<file path="src/rtl/bldc_pkg.sv">
// bldc_pkg: drive-sequencer state type and default constants shared by the BLDC PWM, I2C and drive blocks
package bldc_pkg;
  typedef enum logic [2:0] {S_IDLE, S_RUN, S_DEAD, S_BRAKE, S_FAULT} drv_state_t;
  localparam int DUTY_W            = 8;
  localparam int RAMP_DIV_DEF      = 256;
  localparam int DEADTIME_DEF      = 64;
  localparam int STALL_MIN_DEF     = 32;
  localparam int STALL_TIMEOUT_DEF = 65535;
endpackage

</file>
<file path="src/rtl/bldc_stall_watchdog.sv">
// bldc_stall_watchdog: counts armed clocks without an encoder tick and flags a stall
// Ports: clk/rst; arm enables counting; tick clears the count; trip is high on the
//   TIMEOUT-th consecutive armed tick-free clock, so the owner latches a fault on that edge
module bldc_stall_watchdog #(
  parameter int TIMEOUT = bldc_pkg::STALL_TIMEOUT_DEF
) (
  input  logic clk,
  input  logic rst,
  input  logic arm,
  input  logic tick,
  output logic trip
);
  localparam int CW = $clog2(TIMEOUT + 1);
  logic [CW-1:0] cnt;
  assign trip = arm && !tick && cnt == CW'(TIMEOUT - 1);
  always_ff @(posedge clk)
    if (rst || !arm || tick) cnt <= '0;
    else if (cnt != CW'(TIMEOUT)) cnt <= cnt + 1'b1;
endmodule

</file>
<file path="src/rtl/bldc_drive_sequencer.sv">
// bldc_drive_sequencer: ramps PWM duty toward the commanded target, inserts dead time before reversal, brakes, latches stall faults
// Ports: clk/rst; cmd_valid/cmd_ready with cmd_duty/cmd_dir/cmd_brake carry the target;
//   enc_tick encoder edge pulse; fault_clr clears a latched fault;
//   pwm_duty/pwm_dir/pwm_en/brake drive the bridge; fault flags a stall; busy flags ramp or dead time
module bldc_drive_sequencer #(
  parameter int DUTY_W        = bldc_pkg::DUTY_W,
  parameter int RAMP_DIV      = bldc_pkg::RAMP_DIV_DEF,
  parameter int DEADTIME      = bldc_pkg::DEADTIME_DEF,
  parameter int STALL_MIN     = bldc_pkg::STALL_MIN_DEF,
  parameter int STALL_TIMEOUT = bldc_pkg::STALL_TIMEOUT_DEF
) (
  input  logic              clk,
  input  logic              rst,
  input  logic              cmd_valid,
  output logic              cmd_ready,
  input  logic [DUTY_W-1:0] cmd_duty,
  input  logic              cmd_dir,
  input  logic              cmd_brake,
  input  logic              enc_tick,
  input  logic              fault_clr,
  output logic [DUTY_W-1:0] pwm_duty,
  output logic              pwm_dir,
  output logic              pwm_en,
  output logic              brake,
  output logic              fault,
  output logic              busy
);
  import bldc_pkg::*;
  localparam int PW = $clog2(RAMP_DIV + 1);
  localparam int DW = $clog2(DEADTIME + 1);
  drv_state_t state, state_n, idle_next;
  logic [DUTY_W-1:0] duty_n, tgt_duty;
  logic dir_n, tgt_dir, tgt_brake;
  logic [PW-1:0] pre;
  logic [DW-1:0] dcnt;
  logic acc, tc, dead_end, arm, trip;
  assign acc       = cmd_valid && cmd_ready;
  assign tc        = pre == PW'(RAMP_DIV - 1);
  assign dead_end  = dcnt == DW'(DEADTIME - 1);
  assign arm       = state == S_RUN && pwm_duty >= DUTY_W'(STALL_MIN);
  assign idle_next = tgt_duty == '0 ? S_IDLE : tgt_dir == pwm_dir ? S_RUN : S_DEAD;
  assign cmd_ready = state != S_FAULT;
  assign pwm_en    = state == S_RUN;
  assign brake     = state == S_BRAKE;
  assign fault     = state == S_FAULT;
  assign busy      = pwm_duty != tgt_duty || state == S_DEAD;
  bldc_stall_watchdog #(.TIMEOUT(STALL_TIMEOUT)) u_wd (
    .clk  (clk),
    .rst  (rst),
    .arm  (arm),
    .tick (enc_tick),
    .trip (trip)
  );
  always_comb begin
    state_n = state;
    duty_n  = pwm_duty;
    dir_n   = pwm_dir;
    case (state)
      S_IDLE: state_n = idle_next;
      S_RUN:
        if (pwm_duty == '0 && tgt_dir != pwm_dir) state_n = S_DEAD;
        else if (pwm_duty == '0 && tgt_duty == '0) state_n = S_IDLE;
        // a pending reversal always ramps down first; otherwise move toward target
        else if (tc) duty_n = tgt_dir != pwm_dir ? pwm_duty - 1'b1
                            : pwm_duty < tgt_duty ? pwm_duty + 1'b1
                            : pwm_duty > tgt_duty ? pwm_duty - 1'b1 : pwm_duty;
      S_DEAD:
        if (dead_end) begin
          dir_n   = tgt_dir;
          state_n = tgt_duty != '0 ? S_RUN : S_IDLE;
        end
      S_BRAKE: if (!tgt_brake) state_n = idle_next;
      S_FAULT: if (fault_clr) state_n = S_IDLE;
      default: state_n = S_IDLE;
    endcase
    // brake overrides any ramp step; a stall trip overrides everything
    if (acc && cmd_brake) begin
      state_n = S_BRAKE;
      duty_n  = '0;
    end
    if (trip) begin
      state_n = S_FAULT;
      duty_n  = '0;
    end
  end
  always_ff @(posedge clk) begin
    if (rst) begin
      state     <= S_IDLE;
      pwm_duty  <= '0;
      pwm_dir   <= 1'b1;
      tgt_duty  <= '0;
      tgt_dir   <= 1'b0;
      tgt_brake <= 1'b0;
      pre       <= '0;
      dcnt      <= '0;
    end else begin
      state    <= state_n;
      pwm_duty <= duty_n;
      pwm_dir  <= dir_n;
      // both counters sit at zero outside their state so entry always starts clean
      pre      <= state != S_RUN || tc ? '0 : pre + 1'b1;
      dcnt     <= state != S_DEAD ? '0 : dcnt + 1'b1;
      if (trip) begin
        tgt_duty  <= '0;
        tgt_dir   <= 1'b0;
        tgt_brake <= 1'b0;
      end else if (acc) begin
        tgt_duty  <= cmd_brake ? '0 : cmd_duty;
        tgt_dir   <= cmd_brake ? tgt_dir : cmd_dir;
        tgt_brake <= cmd_brake;
      end
    end
  end
endmodule

</file>
<file path="config.mk">
export PLATFORM = sky130hd
export DESIGN_NAME = bldc_drive_sequencer
export DESIGN_NICKNAME = d
export VERILOG_FILES = /design/src/rtl/bldc_pkg.sv /design/src/rtl/bldc_stall_watchdog.sv /design/src/rtl/bldc_drive_sequencer.sv
export SDC_FILE = /design/constraint.sdc
export NUM_CORES = 1
export LEC_CHECK = 0
export CORE_UTILIZATION = 57
export DETAILED_ROUTE_END_ITERATION = 16
export PLACE_DENSITY = 0.8
export SYNTH_ARGS = -nofsm -noshare
export SYNTH_HDL_FRONTEND = slang
export SYNTH_SLANG_ARGS = --single-unit
export TNS_END_PERCENT = 10
</file>
<file path="constraint.sdc">
create_clock -name clk -period 3.3 [get_ports clk]
set_clock_uncertainty 0.2 [all_clocks]
set_input_delay 0.66 -clock clk [delete_from_list [all_inputs] [get_ports clk]]
set_output_delay 0.66 -clock clk [all_outputs]
set_load 0.03 [all_outputs]
</file>
# Word level (Yosys, flattened, before mapping)
# Index checks and enable logic that the tools add are counted.
[op_classes]
addsub = 5
order_cmp = 3
muxes = 15
n_eq_ne = 22
bitwise_logic = 3
reduce_logical = 27
[ops]
columns = ["operator", "count"]
rows = [
  ["$mux 8", 4],
  ["$mux 3", 7],
  ["$add 16x1->16 const B", 1],
  ["$eq 16x16->1 const B", 1],
  ["$logic_not 8->1", 2],
  ["$ne 16x16->1 const B", 1],
  ["$pmux 3 s5", 1],
  ["$ne 3x2->1 const B", 4],
  ["$add 9x1->9 const B", 1],
  ["$eq 9x8->1 const B", 1],
  ["$add 8x1->8 const B", 1],
  ["$ge 8x6->1 const B", 1],
  ["$gt 8x8->1", 1],
  ["$lt 8x8->1", 1],
  ["$ne 4x2->1 const B", 2],
  ["$ne 8x8->1", 1],
  ["$reduce_and 4->1", 2],
  ["$reduce_bool 8->1", 1],
  ["$sub 8x1->8 const B", 1],
  ["$add 7x1->7 const B", 1],
  ["$eq 7x6->1 const B", 1],
  ["$logic_and 1x1->1", 7],
  ["$eq 3x2->1 const B", 2],
  ["$reduce_or 2->1", 3],
  ["other kinds (19)", 27],
]
[totals]
register_bits = 54
inputBits = 15
out_inout_bits = 14

# Depth between registers and ports, before layout
[depth]
depth_word = 7
depth_mapped = 9
depth_no_buf = 8

# Modules after synthesis
# Synthesis repeated with hierarchy kept, for this count alone.
[hier_totals]
hier_cells = 389
area_unflattened_um2 = 3194.3
[by_module_without_submodules]
columns = ["module", "n_inst", "area_each_um2", "cells_each", "seq_area_each_um2"]
rows = [
  ["bldc_drive_sequencer", 1, 2309.7, 293, 760.7],
  ["bldc_stall_watchdog", 1, 884.6, 96, 320.3],
]

# Least setup slack after synthesis
# Ideal clock, no wire load.
[synth_timing]
path_kind = "register -> register"
from = "register pwm_duty[1]"
to = "register pwm_duty[2]"
path_stages_with_launch = 9
path_slack_ns = 0.496
synth_period_minus_slack_ns = 2.804
arrival_time_ns = 2.545
required_ns = 3.041
n_path_buf = 1
path_cell_list = "dfxtp_1 -> ha_1 -> nor2b_1 -> o211ai_1 -> a21oi_1 -> or4b_1 -> buf_6 -> or4_1 -> nand2_1"
[synth_between]
elab_chain_cells = 5
elab_cells_between_ends = 19
cone_classes = "add/sub (2); order compare (3); mux (3); bitwise (2); reduce/logical (9)"
[synth_lines]
columns = ["item", "line", "source"]
rows = [
  ["start, declared", "bldc_drive_sequencer.sv:21", "output logic [DUTY_W-1:0] pwm_duty,"],
  ["start signal, assigned", "bldc_drive_sequencer.sv:98", "pwm_duty <= duty_n;"],
  ["branches (longest 5 deep; another with $sub 8x1->8)", "n/a", ""],
]
# Parallel ways; which one is timed is not known. The select of a mux whose other input is x is not followed.
# A chain may end at the register's enable or synchronous reset.

# Worst setup path after layout
[layout_timing]
from = "register pwm_duty[6]"
to = "output busy"
[layout_between]
elab_chain_cells = 2
[layout_lines]
columns = ["item", "line", "source"]
rows = [
  ["$ne 8x8->1", "bldc_drive_sequencer.sv:46", "assign busy = pwm_duty != tgt_duty || state == S_DEAD;"],
  ["$logic_or 1x1->1", "bldc_drive_sequencer.sv:46", ""],
  ["end, declared", "bldc_drive_sequencer.sv:26", "output logic busy"],
]
# No other way between the ends.

==> metrics list <==
- Number of detailed-routing iterations run before antenna repair: 4
- After detailed routing, the average wire length per cell comes to 13.0 um.
- Hold Crit Class: flip-flop to flip-flop
* Sequence of cells on the critical path: ha_1, nand4_1, nor2_1, nand2_1, clkdlybuf4s50_1
- Die Footprint: 5300 sq um
- Setup Viol. Count Final: 0
* Worst Hold Endpoint: dcnt[0]$_SDFF_PP0_
- The net count of the finished layout is 400.
- After synthesis, the netlist uses 47 different library cells.
- Each instance of the synthesized netlist takes up on average 8.23 sq um.
- Count of cells resized by post-cts repair: 0
* Cell depth of the worst flop-to-flop path: 7
- The largest individual stage delay along the critical path comes from the cell clkdlybuf4s50_1.
* Buffer and inverter count on the worst path: 1
- Maximum ir drop on the vdd rail: 0.219 mV
- The worst setup path is launched from a flip-flop.
* Worst endpoint required time: 2.44 ns
- Leading cell types by total area after synthesis: dfxtp_1 (38%), ha_1 (7.0%), nor2_1 (6.6%)
- Total clock buffers created by CTS: 5
- Clock-pin slew was measured on the worst setup and hold paths at 0.09 ns.
- Entering global routing, the biggest net connects 20 pins.
* Gate count after technology mapping: 347
- The flow ran to the end, and the final reports show no timing, DRC or antenna violations.
- Post-route minimum period: 2.98 ns
- Hold is met by 0.252 ns.
- Total negative slack for setup checks: 0 ns
- The final critical path takes up 90.4% of the cycle.
- Clock root buffer: clkbuf_8
- Residual antenna-violating net count after detailed routing: 0
* CP max FO: 7
- In this run, the number of DRC markers left after iteration 0 of detailed routing was 204.
- Least-Margin Pin Slew: 0.910 ns
- The share of synthesized area in the top cell type comes to 37.8%.
* Share of async-settable or async-resettable flops after synthesis: 0%
- The max-slew violation count is 0.
- The number of hold buffers added after CTS was 0.
- Cells fill 68.4% of the core in the end.
* Global-route total usage across every layer: 22.7%
- Type of the worst setup path: flip-flop to output port
- Number of synthesized register bits: 54
* Critical path capture point type: output port
* Last weighted congestion value of the routability-driven placer: 0.822
* Most instantiated flip-flop cell in the synthesis netlist: dfxtp_1
* Crit Reg-Reg Startpoint: pwm_duty[1]$_SDFFE_PP0P_
- Antenna fix cells: 0
- Detailed placement ended at an HPWL of 4150 um.
* Reg-to-reg setup timing slack: 0.38 ns
* Total via count in the routed design: 2396
- Summed over all instances, the cell type with the most area after synthesis is dfxtp_1.
- The total area inside the core boundary comes to 4790 sq um.
* Num Clock Sinks: 54
- Post-CTS setup buffers: 0
- Crit path DAT: 2.12 ns
- The largest single stage delay on the critical path is 0.68 ns.
- Power spread over the standard cell area amounts to 374 nW/um^2.
- Number of vias per cell: 5.50
* Hold-critical path depth: 1
- Max transition margin: 39.2%
* Number of enable-type register cells in the synthesized netlist: 0
- RSZ-0062 raised after global routing: no
* Count of buffers inserted at the top-level ports: 28
- H-tree lvl count: 2
* Global route overflow: 0
- The Yosys step of the flow raised 0 warnings.
- Share of power burned in registers: 54.8%
- The clock reaches the later pin of the worst-skew pair after 0.31 ns.
* Global-route wire length before repair: 9480 um
* Delay-heaviest family, CP: buffers and inverters
* Area Overhead vs Synth: 14.6%
* Share of layout cells above drive strength 1: 4.61%
* Mapped Area: 2860 sq um
- In this run the core area contains 25 standard-cell rows.
* Number of maximum-capacitance constraint violations: 0
* Clock Path Buffers: 2
- For this configuration, the core starts out at a cell density of 59.7%.
- Sequential area share after synthesis: 37.8%
- Based on the critical path, the design can be clocked at up to 335 MHz.
* Vias in the first global route: 2169
- Antenna violations before repair: 0
* Share of total power in the clock network: 35.5%
- Switching power of the nets: 0.000288 W
- CTS tree: yes
- In the routed design, unresolved DRC markers number 0.
* Final Routed Wirelength: 5690 um
- The hold violation total from the final report was 0.
- Critical register-to-register path endpoint: pwm_duty[2]$_SDFFE_PP0P_
- The die is 72.8 um wide.
- During I/O placement, the number of pins put on the boundary was 29.
- Summing internal, switching and leakage power gives 0.00123 W.
* Vertical extent of the die: 72.8 um
* Switch share: 23.5%
* Leakage power total: 1.17 nW
* Internal: 0.000937 W
- Combinational logic burns 9.6% of the power.
* Synth Net Count: 378
* Launch point of the worst hold path: dcnt[0]$_SDFF_PP0_
## per-layer routing
layer  vias up  wire length (um)  part of all wire (%)  GRT usage (%)
met5         -                 0                     0              0
met4         0                60                   1.1           8.50
met3         5               198                   3.5           4.42
met2        39              2600                    46           35.9
met1      1100              2830                    50           30.7
li1       1252                 -                     -              -
## flip-flops by register name (all words and copies together), names as in the netlist
signal     flops
tgt_brake      1
pre            9
tgt_duty       8
state          3
tgt_dir        1
pwm_dir        1
u_wd.cnt      16
pwm_duty       8
dcnt           7
## power groups by stage
stage          Combinational (W)  Clock [W]  Sequential, W
5_1_grt                 0.000130   0.000460       0.000674
6_report                0.000118   0.000435       0.000672
3_3_place_gp            0.000115          0       0.000686
4_1_cts                 0.000118   0.000447       0.000672
3_5_place_dp            0.000117          0       0.000687
2_1_floorplan          0.0000814          0       0.000680
## how the worst max path moves through the flow
stage,depth (start not counted),slack (ns),endpoint,from
CTS,6,0.33,busy,pwm_duty[0]$_SDFFE_PP0P_
global placement,7,0.50,pwm_duty[2]$_SDFFE_PP0P_,pwm_duty[1]$_SDFFE_PP0P_
finish,5,0.32,busy,pwm_duty[6]$_SDFFE_PP0P_
detailed placement,7,0.42,pwm_duty[2]$_SDFFE_PP0P_,pwm_duty[1]$_SDFFE_PP0P_
floorplan,8,0.50,pwm_duty[2]$_SDFFE_PP0P_,pwm_duty[1]$_SDFFE_PP0P_
global route,6,0.25,busy,tgt_duty[5]$_SDFFE_PP0N_
## cells in the final DEF, fill, tap and decap left out, types with 2 or more instances in the layout
| cell type | n |
|---|---|
| nand2_1 | 25 |
| nor4_1 | 2 |
| nand3_1 | 18 |
| a21o_1 | 2 |
| o21ai_0 | 10 |
| xnor2_1 | 10 |
| and3_1 | 8 |
| a31oi_1 | 2 |
| clkdlybuf4s50_1 | 28 |
| mux2i_1 | 5 |
| a21oi_1 | 24 |
| nand2b_1 | 6 |
| dfxtp_1 | 54 |
| nor3b_1 | 8 |
| xor2_1 | 14 |
| or3b_2 | 2 |
| inv_1 | 19 |
| nor3_1 | 7 |
| a211o_1 | 2 |
| or4_1 | 5 |
| nor2_1 | 50 |
| ha_1 | 16 |
| and2_1 | 2 |
| and4_1 | 2 |
| a211oi_1 | 5 |
| nand4_1 | 9 |
| nor2b_1 | 2 |
| or3_1 | 5 |
| o211ai_1 | 4 |
| clkbuf_8 | 5 |
## per-stage QoR
stage                     instance area [sq um]  cells  setup slack (ns)
after floorplan                            2860    347             0.496
after global placement                     3170    429             0.499
after detailed placement                   3170    429             0.423
after CTS                                  3270    436             0.330
after global routing                       3270    436             0.247
final                                      3270    436             0.318
## final cells by class
cell class	count	area (sq um)
Sequential cell	54	1080
Multi-Input combinational cell	260	1640
Clock inverter	2	38.8
Clock buffer	5	68.8
Tap cell	67	83.8
Timing Repair Buffer	29	288
Inverter	19	71.3
Fill cell	405	1510
## kinds of logic (layout without fill, tap and decap cells)
group / after synthesis / after routing / synth area share (%)
adder cells (fa/ha/maj): 16 / 16 / 7.01
flip-flops: 54 / 54 / 37.8
multiplexers: 6 / 6 / 2.15
AO/OA/AOI/OAI: 56 / 56 / 12.1
AND/OR/NAND/NOR: 158 / 158 / 28.8
XOR/XNOR: 24 / 24 / 7.36
buffers and inverters: 33 / 55 / 4.69
## synth_stat cells, drive strengths merged (2+ instances only)
cell and number:
or3b 2, o21ai 10, xnor2 10, mux2i 5, or4 5, and3 8
nor4 2, and3b 2, ha 16, buf 2, a211oi 5, nor3b 9
nand2b 6, nand4 9, nor2 50, dfxtp 54, nor3 7, or4b 2
xor2 14, nand3 18, or3 6, and4 2, a211o 2, clkbuf 12
o211ai 4, and2 2, nand2 25, a31oi 2, a21oi 24, a21o 2
nor2b 2, inv 19
Note: power is estimated with default switching activity, not from simulation.
==> edit, RTL diff (config.mk and constraints unchanged) <==
Change the package constant `DEADTIME_DEF` from 64 to 128.
--- a/src/rtl/bldc_pkg.sv
+++ b/src/rtl/bldc_pkg.sv
@@ -5,3 +5,3 @@
   localparam int RAMP_DIV_DEF      = 256;
-  localparam int DEADTIME_DEF      = 64;
+  localparam int DEADTIME_DEF      = 128;
   localparam int STALL_MIN_DEF     = 32;
Function: no difference found for any inputs over 10 cycles, from zero or initial values and one cycle with rst high; that may be too few to reach the edited logic, so the function may still have changed.
==> edit against the unedited design <==
Register-to-register slack gained 0.18 ns; synthesized area grew 1.5%; sequential cell count grew 1; final area grew 2.7%; worst setup slack lost 0.16 ns; fmax shrank 5.1%; sequential power grew 3%; power grew 12%; critical path depth is the same; wire length grew 8.0%; die area grew 1.4%.
==> edit: results <==
metrics = {
    "route": {
        "wl_met3_um": 227,
        "wl_met2_um": 2770,
        "drt_iter0_markers": 213,
        "via_per_inst": 5.73,
        "wire_per_inst_um": 13.7,
    },
    "synth": {
        "seq_area_frac_synth_pct": 38.0,
        "ys_ff_latch": 55,
        "synth_fp_nets": 385,
        "synthTopCellsByCount": "55 x dfxtp_1, 47 x nor2_1, 29 x a21oi_1",
        "postSynthCellCount": 354,
        "synth_cell_types": 45,
        "synthTopCellsByArea": "dfxtp_1 38%, ha_1 6.9%, nor2_1 6.1%",
    },
    "pwr": {
        "ir_drop_mv": 0.304,
        "power_density_mw_per_mm2": 409,
    },
    "placed_design": {
        "place_area_mm2": 0.00323,
        "pre_cts_slack_ns": 0.534,
        "placedCellCount": 440,
        "place_hpwl_um": 4580,
        "routabilityCongestion": 0.955,
    },
    "final_layout": {
        "seqCellArea_mm2": 0.00110,
        "final-clk-cell-share_pct": 3.94,
        "multi_input_cells": 266,
        "n_all_buffers": 31,
        "multi_input_area_share_pct": 49.5,
        "clkbuf_count": 6,
        "nNetsFinal": 411,
        "fin_cells": 448,
        "n_fill_cell": 410,
        "drive_gt1_share_pct": 4.20,
        "inverters": 21,
    },
    "global_routing": {
        "grt_pass1_wl_um": 10400,
        "gr-usage-met1_pct": 32.1,
        "grt_pass1_vias": 2471,
        "grt_use_met3_pct": 7.13,
        "grt_use_met2_pct": 40.2,
        "grtUsageTotal_pct": 25.1,
    },
    "sta": {
        "worst_slack_ns": 0.157,
        "timing.hold.ws_ns": 0.248,
    },
    "run_status": {
        "status": "complete, no violations",
    },
    "setup_path": {
        "critical_path.startpoint": "pwm_duty[0]",
        "critPathMaxFanout": 6,
        "r2r_slack_ns": 0.56,
        "critPathMaxStageDelay_ns": 0.60,
    },
}
-- edit: cell types whose count changed after synthesis, sizes merged, moves of 4 or more --
cell / before / now
a2111o: 1 / 6
o21ai: 10 / 20
mux2i: 5 / 0
a21oi: 24 / 29
a211oi: 5 / 1
nand2b: 6 / 0
-- edit: critical path, delay by kind of cell (launching register included) --
kind	cells	cell delay (ns)
DFF	1	0.46
buffers and inverters	2	0.78
and+or+nand+nor	2	0.42
adders and majority gates	1	0.32
-- edit: cells by family (layout without fill, tap and decap cells) --
logic type	after synthesis	after routing	share of synthesized area, %
DFF	55	55	38.0
and+or+nand+nor	155	155	27.4
xor gates and xnor gates	23	23	6.95
adders and majority gates	17	17	7.25
AOI/OAI and AO/OA	71	71	15.8
buffers and inverters	33	60	4.66
-- edit: power by group --
part           internal, uW  total [uW]  switching (uW)
logic                  66.1         164            98.3
registers               678         691            13.0
clock network           303         519             216
total                  1050        1370             327
